## src/rtl/cad_pkg.sv

```systemverilog
`default_nettype none
// cad_pkg: shared state encoding and word geometry for the row fetch controller.
// Rev 1.0
package cad_pkg;

  localparam int BYTES_PER_WORD = 4;
  localparam int BYTE_IDX_W     = $clog2(BYTES_PER_WORD);

  typedef enum logic [2:0] {
    ST_IDLE = 3'd0,
    ST_READ = 3'd1,
    ST_LOAD = 3'd2,
    ST_HOLD = 3'd3,
    ST_DONE = 3'd4
  } fetch_state_t;

endpackage
`default_nettype wire

```

## src/rtl/row_fetch_ctrl_if.sv

```systemverilog
`default_nettype none
// row_fetch_ctrl_if: job, memory-read and byte-buffer signals of the row fetch controller.
// Rev 1.0
interface row_fetch_ctrl_if #(
  parameter int ADDR_W = 16,
  parameter int CNT_W  = 8
);

  logic              start;
  logic [ADDR_W-1:0] base_addr;
  logic [CNT_W-1:0]  num_words;
  logic              mem_rd;
  logic [ADDR_W-1:0] mem_addr;
  logic [7:0]        mem_data;
  logic              buf_ld;
  logic [1:0]        buf_col;
  logic [7:0]        buf_data;
  logic              word_valid;
  logic              word_ack;
  logic              busy;
  logic              done;

  // master is the controller side; slave is the job issuer / memory / buffer side
  modport master (
    input  start, base_addr, num_words, mem_data, word_ack,
    output mem_rd, mem_addr, buf_ld, buf_col, buf_data, word_valid, busy, done
  );

  modport slave (
    output start, base_addr, num_words, mem_data, word_ack,
    input  mem_rd, mem_addr, buf_ld, buf_col, buf_data, word_valid, busy, done
  );

endinterface
`default_nettype wire

```

## src/rtl/row_fetch_ctrl.sv

```systemverilog
`default_nettype none
// row_fetch_ctrl: fetches num_words 4-byte words byte by byte from a synchronous memory into a 1x4 buffer.
// Rev 1.0
module row_fetch_ctrl
  import cad_pkg::*;
#(
  parameter int ADDR_W = 16,
  parameter int CNT_W  = 8
) (
  input  logic             clk,
  input  logic             rst,
  row_fetch_ctrl_if.master bus
);

  localparam logic [BYTE_IDX_W-1:0] LAST_BYTE = BYTE_IDX_W'(BYTES_PER_WORD - 1);

  fetch_state_t            state, state_nxt;
  logic [ADDR_W-1:0]       cur_addr, cur_addr_nxt;
  logic [CNT_W-1:0]        words_left, words_left_nxt;
  logic [BYTE_IDX_W-1:0]   byte_cnt, byte_cnt_nxt;

  logic                    mem_rd;
  logic [ADDR_W-1:0]       mem_addr;
  logic                    buf_ld;
  logic [1:0]              buf_col;
  logic                    word_valid;
  logic                    done;

  always_ff @(posedge clk or posedge rst) begin
    if (rst) begin
      state      <= ST_IDLE;
      cur_addr   <= '0;
      words_left <= '0;
      byte_cnt   <= '0;
    end else begin
      state      <= state_nxt;
      cur_addr   <= cur_addr_nxt;
      words_left <= words_left_nxt;
      byte_cnt   <= byte_cnt_nxt;
    end
  end

  always_comb begin
    state_nxt      = state;
    cur_addr_nxt   = cur_addr;
    words_left_nxt = words_left;
    byte_cnt_nxt   = byte_cnt;
    mem_rd         = 1'b0;
    mem_addr       = '0;
    buf_ld         = 1'b0;
    buf_col        = '0;
    word_valid     = 1'b0;
    done           = 1'b0;

    case (state)
      ST_IDLE: begin
        if (bus.start) begin
          cur_addr_nxt   = bus.base_addr;
          words_left_nxt = bus.num_words;
          byte_cnt_nxt   = '0;
          state_nxt      = (bus.num_words == '0) ? ST_DONE : ST_READ;
        end
      end
      ST_READ: begin
        mem_rd    = 1'b1;
        mem_addr  = cur_addr;
        state_nxt = ST_LOAD;
      end
      ST_LOAD: begin
        // the byte requested in READ is on mem_data this cycle
        buf_ld       = 1'b1;
        buf_col      = byte_cnt;
        cur_addr_nxt = cur_addr + ADDR_W'(1);
        byte_cnt_nxt = byte_cnt + BYTE_IDX_W'(1);
        if (byte_cnt == LAST_BYTE) begin
          words_left_nxt = words_left - CNT_W'(1);
          state_nxt      = ST_HOLD;
        end else begin
          state_nxt = ST_READ;
        end
      end
      ST_HOLD: begin
        word_valid = 1'b1;
        if (bus.word_ack) begin
          state_nxt = (words_left != '0) ? ST_READ : ST_DONE;
        end
      end
      ST_DONE: begin
        done      = 1'b1;
        state_nxt = ST_IDLE;
      end
      default: begin
        state_nxt = ST_IDLE;
      end
    endcase
  end

  assign bus.mem_rd     = mem_rd;
  assign bus.mem_addr   = mem_addr;
  assign bus.buf_ld     = buf_ld;
  assign bus.buf_col    = buf_col;
  assign bus.buf_data   = bus.mem_data;
  assign bus.word_valid = word_valid;
  assign bus.done       = done;
  assign bus.busy       = (state != ST_IDLE);

endmodule
`default_nettype wire

```

## src/flat_wrapper.sv

```systemverilog
// flat-port wrapper written by rule: the top's interface ports become plain ports
module row_fetch_ctrl_flat import cad_pkg::*;
#(
  parameter int ADDR_W = 16,
  parameter int CNT_W  = 8
)
  (clk, rst, bus_start, bus_base_addr, bus_num_words, bus_mem_data, bus_word_ack, bus_mem_rd, bus_mem_addr, bus_buf_ld, bus_buf_col, bus_buf_data, bus_word_valid, bus_busy, bus_done);
  row_fetch_ctrl_if #(.ADDR_W(ADDR_W), .CNT_W(CNT_W)) bus_i ();
  input  logic clk;
  input  logic rst;
  input wire logic [$bits(bus_i.start)-1:0] bus_start;
  input wire logic [$bits(bus_i.base_addr)-1:0] bus_base_addr;
  input wire logic [$bits(bus_i.num_words)-1:0] bus_num_words;
  input wire logic [$bits(bus_i.mem_data)-1:0] bus_mem_data;
  input wire logic [$bits(bus_i.word_ack)-1:0] bus_word_ack;
  output wire logic [$bits(bus_i.mem_rd)-1:0] bus_mem_rd;
  output wire logic [$bits(bus_i.mem_addr)-1:0] bus_mem_addr;
  output wire logic [$bits(bus_i.buf_ld)-1:0] bus_buf_ld;
  output wire logic [$bits(bus_i.buf_col)-1:0] bus_buf_col;
  output wire logic [$bits(bus_i.buf_data)-1:0] bus_buf_data;
  output wire logic [$bits(bus_i.word_valid)-1:0] bus_word_valid;
  output wire logic [$bits(bus_i.busy)-1:0] bus_busy;
  output wire logic [$bits(bus_i.done)-1:0] bus_done;
  assign bus_i.start = bus_start;
  assign bus_i.base_addr = bus_base_addr;
  assign bus_i.num_words = bus_num_words;
  assign bus_i.mem_data = bus_mem_data;
  assign bus_i.word_ack = bus_word_ack;
  assign bus_mem_rd = bus_i.mem_rd;
  assign bus_mem_addr = bus_i.mem_addr;
  assign bus_buf_ld = bus_i.buf_ld;
  assign bus_buf_col = bus_i.buf_col;
  assign bus_buf_data = bus_i.buf_data;
  assign bus_word_valid = bus_i.word_valid;
  assign bus_busy = bus_i.busy;
  assign bus_done = bus_i.done;
  row_fetch_ctrl #(.ADDR_W(ADDR_W), .CNT_W(CNT_W)) u_core (.clk(clk), .rst(rst), .bus(bus_i));
endmodule
```

## config.mk

```make
export PLATFORM = sky130hd
export DESIGN_NAME = row_fetch_ctrl_flat
export DESIGN_NICKNAME = d
export VERILOG_FILES = /design/src/rtl/cad_pkg.sv /design/src/rtl/row_fetch_ctrl_if.sv /design/src/rtl/row_fetch_ctrl.sv /design/src/flat_wrapper.sv
export SDC_FILE = /design/constraint.sdc
export NUM_CORES = 1
export LEC_CHECK = 0
export ABC_CLOCK_PERIOD_IN_PS = 1800
export CAP_MARGIN = 20
export CELL_PAD_IN_SITES_DETAIL_PLACEMENT = 0
export CELL_PAD_IN_SITES_GLOBAL_PLACEMENT = 1
export CORE_ASPECT_RATIO = 1.5
export CORE_MARGIN = 2
export CORE_UTILIZATION = 30
export DETAILED_ROUTE_END_ITERATION = 8
export PLACE_DENSITY = 0.79
export SYNTH_ARGS = -nofsm -noshare
export SYNTH_HDL_FRONTEND = slang
export SYNTH_SLANG_ARGS = --single-unit
```

## constraint.sdc

```tcl
create_clock -name clk -period 1.8 [get_ports clk]
set_clock_uncertainty 0.15 [all_clocks]
set_input_delay 0.36 -clock clk [delete_from_list [all_inputs] [get_ports clk]]
set_output_delay 0.36 -clock clk [all_outputs]
set_load 0.02 [all_outputs]
```

Yosys cells after proc, flatten, opt, wreduce, memory -nomap -nowiden
Index checks and enable logic that the tools add are counted.

storage, ports and cells
  logic and storage cells = 42
  output and inout port bits = 31
  flip-flop bits (word level) = 29

cells by class
  add/sub/neg operators = 3
  equal/unequal tests = 8
  mux-type cells = 19
  reduce and logical (&&, ||, !) cells = 8

operators by type and width
  kind                   count
  $mux 16                2
  $pmux 16 s2            1
  $add 16x1->16 const B  1
  $mux 8                 2
  $pmux 8 s2             1
  $mux 3                 4
  $pmux 3 s4             1
  $logic_not 8->1        1
  $reduce_bool 8->1      1
  $sub 8x1->8 const B    1
  $eq 3x2->1 const B     2
  $mux 2                 3
  $mux 1                 4
  $ne 2x2->1 const B     2
  $pmux 2 s2             1
  $reduce_and 2->1       2
  $eq 3x1->1 const B     1
  $eq 3x3->1 const B     1
  $logic_not 3->1        1
  $reduce_and 3->1       1
  $reduce_bool 3->1      1
  $add 2x1->2 const B    1
  $eq 2x2->1 const B     1
  $ne 2x1->1 const B     1
  $reduce_bool 2->1      1

Longest topological paths before layout
  word-level depth = 4
  gate-level depth with buffers = 9
  depth with buffers taken out = 6

Least setup slack after synthesis
OpenSTA, ideal clock, no wires.

  kind = reg2out
  start = reg u_core.state[0]
  end = out bus_mem_addr[10]
  path slack = -0.451 ns
  data arrival time = 1.741 ns
  cell stages (with the launch flop) = 5
  buffers on the path = 2
  cell sequence = dfrtp_1 -> clkbuf_1 -> nor3b_1 -> clkbuf_1 -> and2_1

between the ends
  cells in the longest elaborated chain, start to end = 2

ends and longest elaborated chain
  item                    RTL line              RTL
  start, declared         row_fetch_ctrl.sv:17  fetch_state_t state, state_nxt;
  start signal, assigned  row_fetch_ctrl.sv:36  state <= state_nxt;
  $eq 3x1->1              row_fetch_ctrl.sv:55  case (state)
  $mux 16                 row_fetch_ctrl.sv:55
  end, declared           flat_wrapper.sv:17    output wire logic [$bits(bus_i.mem_addr)-1:0] bus_mem_addr;

Every way passes these cells.

Worst setup path in the final report
  start = reg u_core.state[1]
  end = out bus_buf_col[0]

between the ends
  cells in the longest elaborated chain, start to end = 2

ends and longest elaborated chain
  item           RTL line              RTL
  $eq 3x2->1     row_fetch_ctrl.sv:55
  $mux 2         row_fetch_ctrl.sv:55
  end, declared  flat_wrapper.sv:19    output wire logic [$bits(bus_i.buf_col)-1:0] bus_buf_col;

Every way passes these cells.

==> qor.tcl <==
set qor(outcome) {finished with violations}
set qor(violations) {setup timing}
set qor(yosysWarnings) 0
set qor(min_path_type) {primary input to async pin}
set qor(path_delay_family) {simple AND/OR/NAND/NOR gates}
set qor(tritoncts) {yes}
set qor(cts.sink_count) 29
set qor(post-route-min-period_ps) 2010
set qor(synthesis.area_mm2) 0.00192
set qor(grt_max_degree) 30
set qor(worst-path-buf-inv) 2
set qor(pwr-share-clk_pct) 9.7
set qor(io_pins) 67
set qor(crit_path_max_incr_delay_ps) 460
set qor(syn-instance-count) 218
set qor(tightest_slew_ps) 391
set qor(global_route.overflow_total) 0
set qor(route.detailed.wl_per_inst_um) 15.7
set qor(cp-startpoint) {u_core.state[1]$_DFFE_PP0P_}
set qor(cts_root_buf) {clkbuf_8}
set qor(worst-endpoint-required_ps) 1290
set qor(fmax_ghz) 0.497
set qor(gp_routability_congestion) 0.761
set qor(seq_area_frac_synth_pct) 37.9
set qor(dp.final_hpwl_um) 3980
set qor(startpoint_types) {flop}
set qor(internal_power_w) 0.00335
set qor(syn_area_per_cell_um2) 8.79
set qor(1st_pass_router_iterations) 4
set qor(h-tree-depth) 2
set qor(cts_bufs_inserted) 5
set qor(leakagePower_nw) 1.47
set qor(cells_along_the_critical_path) {or3b_4 > inv_4 > and2_4 > buf_6}
set qor(slew_headroom_pct) 73.7
set qor(final_critical_path_setup_slack_ps) -210
set qor(coreArea_mm2) 0.00617
set qor(groute.usage.overall_pct) 17.3
set qor(detail_route.wirelength_um) 6170
set qor(synth_seq_cells) 29
set qor(synthToLayoutAreaGrowth_pct) 78.6
set qor(worstSkewPairLatency_ps) 280
set qor(critPathCaptureType) {output pin}
set qor(power_density_mw_per_mm2) 1670
set qor(antenna-diode-count) 0
set qor(postSynthNetCount) 257
set qor(first_global_vias) 2064
set qor(final.period_utilization_pct) 112
set qor(buffer_ports.inserted) 50
set qor(antenna_found_initial) 0
set qor(power.share.switching_pct) 41.5
set qor(clk_path_buf_depth) 2
set qor(total_number_of_vias) 2059
set qor(cp_data_arrival_time_ps) 1500
set qor(final_net_count) 359
set qor(antenna_violating_nets_post_route) 0
set qor(grt_first_pass_wirelength_um) 9720
set qor(die_area_mm2) 0.00705
set qor(power.total_w) 0.00572
set qor(cap_viol_max_count) 0
set qor(route.detailed.drc) 0
set qor(detail_route.iter0.violations) 83
set qor(die_width_um) 69.2
set qor(seqPwrFrac_pct) 23.1
set qor(setup_viol_count_final) 43
set qor(totalNegativeSetupSlack_ps) -4660
set qor(postLayoutCoreUtil_pct) 55.4
set qor(rows) 35
set qor(drt-vias-per-instance) 5.23
set qor(final_layout_size_suffix_gt1_share_pct) 48.4
set qor(power_frac_comb_pct) 67.1
set qor(hold_viol) 0
set qor(final-max-slew-violation-count) 0
set qor(start_util_pct) 31.0
set qor(peakVddDrop_mv) 0.901
set qor(grt_setup_unrepaired) {true}
set qor(worstSetupPathType) {flop to output pin}
set qor(switchingPower_w) 0.00238
set qor(worstReg2RegStart) {u_core.state[1]$_DFFE_PP0P_}
set qor(holdBufCountCts) 0
set qor(critical_path.max_fanout) 4
set qor(synth_cell_type_count) 45
set qor(crit_path_top_delay_cell) {or3b_4}
set qor(die_height_um) 102
set qor(path_clk_slew_ps) 60
==> per-layer routing <==
metal	routed length (µm)	part of all wire, %	GRT usage, %
met3	285	4.6	3.75
met2	3430	56	34.3
met4	92	1.5	6.64
met5	0	0	0
met1	2370	38	17.5
==> metrics by stage <==
stage,cell area (µm²),worst slack [ps],hold slack (ps),instances
2_1_floorplan,1980,-186,288,218
3_3_place_gp,2740,-490,370,363
3_5_place_dp,2740,-520,382,363
4_1_cts,3050,-233,318,377
5_1_grt,3420,-265,349,394
6_report,3420,-210,305,394
==> state kept, by name, summed over array words and instances, names as in the netlist <==
signal and cells:
u_core.words_left 8, u_core.state 3, u_core.byte_cnt 2, u_core.cur_addr 16
==> worst min-delay path, stage by stage <==
cell,delay (ps)
clkdlybuf4s50_1,390
inv_1,50
buf_4,350
==> cell usage after synthesis (all sizes together) <==
| library cell | number | area (µm²) |
|---|---|---|
| o211a | 1 | 10.0 |
| a21oi | 12 | 60.1 |
| a311oi | 2 | 17.5 |
| a22oi | 1 | 7.51 |
| nor4b | 1 | 23.8 |
| inv | 9 | 33.8 |
| a32o | 1 | 10.0 |
| nand2b | 3 | 18.8 |
| a41oi | 1 | 8.76 |
| a31oi | 1 | 6.26 |
| buf | 14 | 104 |
| o31a | 1 | 8.76 |
| or3b | 1 | 8.76 |
| nor2 | 14 | 52.6 |
| o21ai | 13 | 65.1 |
| nor3b | 5 | 37.5 |
| nor4 | 9 | 77.6 |
| a211oi | 2 | 15.0 |
| a2111oi | 1 | 8.76 |
| clkbuf | 8 | 30.0 |
| nand4 | 4 | 25.0 |
| o2bb2ai | 3 | 26.3 |
| nand2 | 18 | 67.6 |
| and3 | 2 | 12.5 |
| and2 | 18 | 113 |
| a22o | 2 | 17.5 |
| nor3 | 5 | 25.0 |
| or3 | 3 | 18.8 |
| dfrtp | 29 | 726 |
| a221o | 3 | 30.0 |
| nand3 | 8 | 40.0 |
| o211ai | 6 | 45.0 |
| a211o | 3 | 26.3 |
| mux2i | 3 | 30.0 |
| ha | 3 | 37.5 |
| a31o | 3 | 26.3 |
| o311ai | 1 | 8.76 |
| o21a | 1 | 7.51 |
| or4b | 2 | 20.0 |
| o32ai | 1 | 8.76 |
==> cell families after synthesis <==
logic type,Yosys count,synth area share [%]
buffers and inverters,31,8.75
muxes,3,1.57
adders and majority gates,3,1.96
and+or+nand+nor,93,28.2
DFF,29,37.9
AOI/OAI and AO/OA,59,21.6
==> cell usage in the layout, fill, tap and decap left out, types with 4 or more instances in the layout <==
master	Yosys	layout
a21oi_1	12	6
a21oi_2	0	6
and2_1	18	12
and2_4	0	6
buf_12	0	5
buf_4	9	45
buf_6	2	38
clkbuf_8	0	6
clkdlybuf4s50_1	0	27
dfrtp_1	29	29
inv_1	9	6
nand2_1	18	12
nand2_2	0	5
nand3_1	8	6
nand4_1	4	4
nor2_1	14	8
nor4_1	7	4
nor4_4	1	4
o211ai_1	6	6
o21ai_1	0	6
o21ai_2	0	6
==> power by group through the flow <==
| stage | combinational, W | sequential, W | clock [W] |
|---|---|---|---|
| 6_report | 0.00384 | 0.00132 | 0.000556 |
| 4_1_cts | 0.00321 | 0.00129 | 0.000576 |
| 5_1_grt | 0.00411 | 0.00137 | 0.000601 |
| 2_1_floorplan | 0.00168 | 0.00120 | 0 |
| 3_5_place_dp | 0.00278 | 0.00128 | 0 |
| 3_3_place_gp | 0.00274 | 0.00127 | 0 |
==> worst paths after layout <==
path | slack [ps] | cells after the start | to
setup / recovery | -210 | 4 | bus_buf_col[0]
hold / removal | 310 | 3 | u_core.cur_addr[0]$_DFFE_PP0P_
setup reg to reg | -160 | 6 | u_core.cur_addr[11]$_DFFE_PP0P_
hold reg to reg | 390 | 2 | u_core.words_left[4]$_DFFE_PP0P_
max in group asynchronous | 900 | 3 | u_core.state[1]$_DFFE_PP0P_
min in group clk | 390 | 2 | u_core.words_left[4]$_DFFE_PP0P_
==> area by class of cell <==
type                    count  area (µm²)
repair buffers            117        1180
fillers                   533        2750
clock buffers               7        86.3
multi-input cells         158        1300
flip-flops and latches     29         726
inverters                   9        36.3
well taps                  74        92.6
==> repair_timing <==
item                                    CTS  global route
endpoints found under the setup margin   44            49
pin swaps                                10            26
setup buffers                             5            19
resized for setup                       167            68
cloned                                    2             1
endpoints found under the hold margin     0             0
Note: power is estimated with default switching activity, not from simulation.
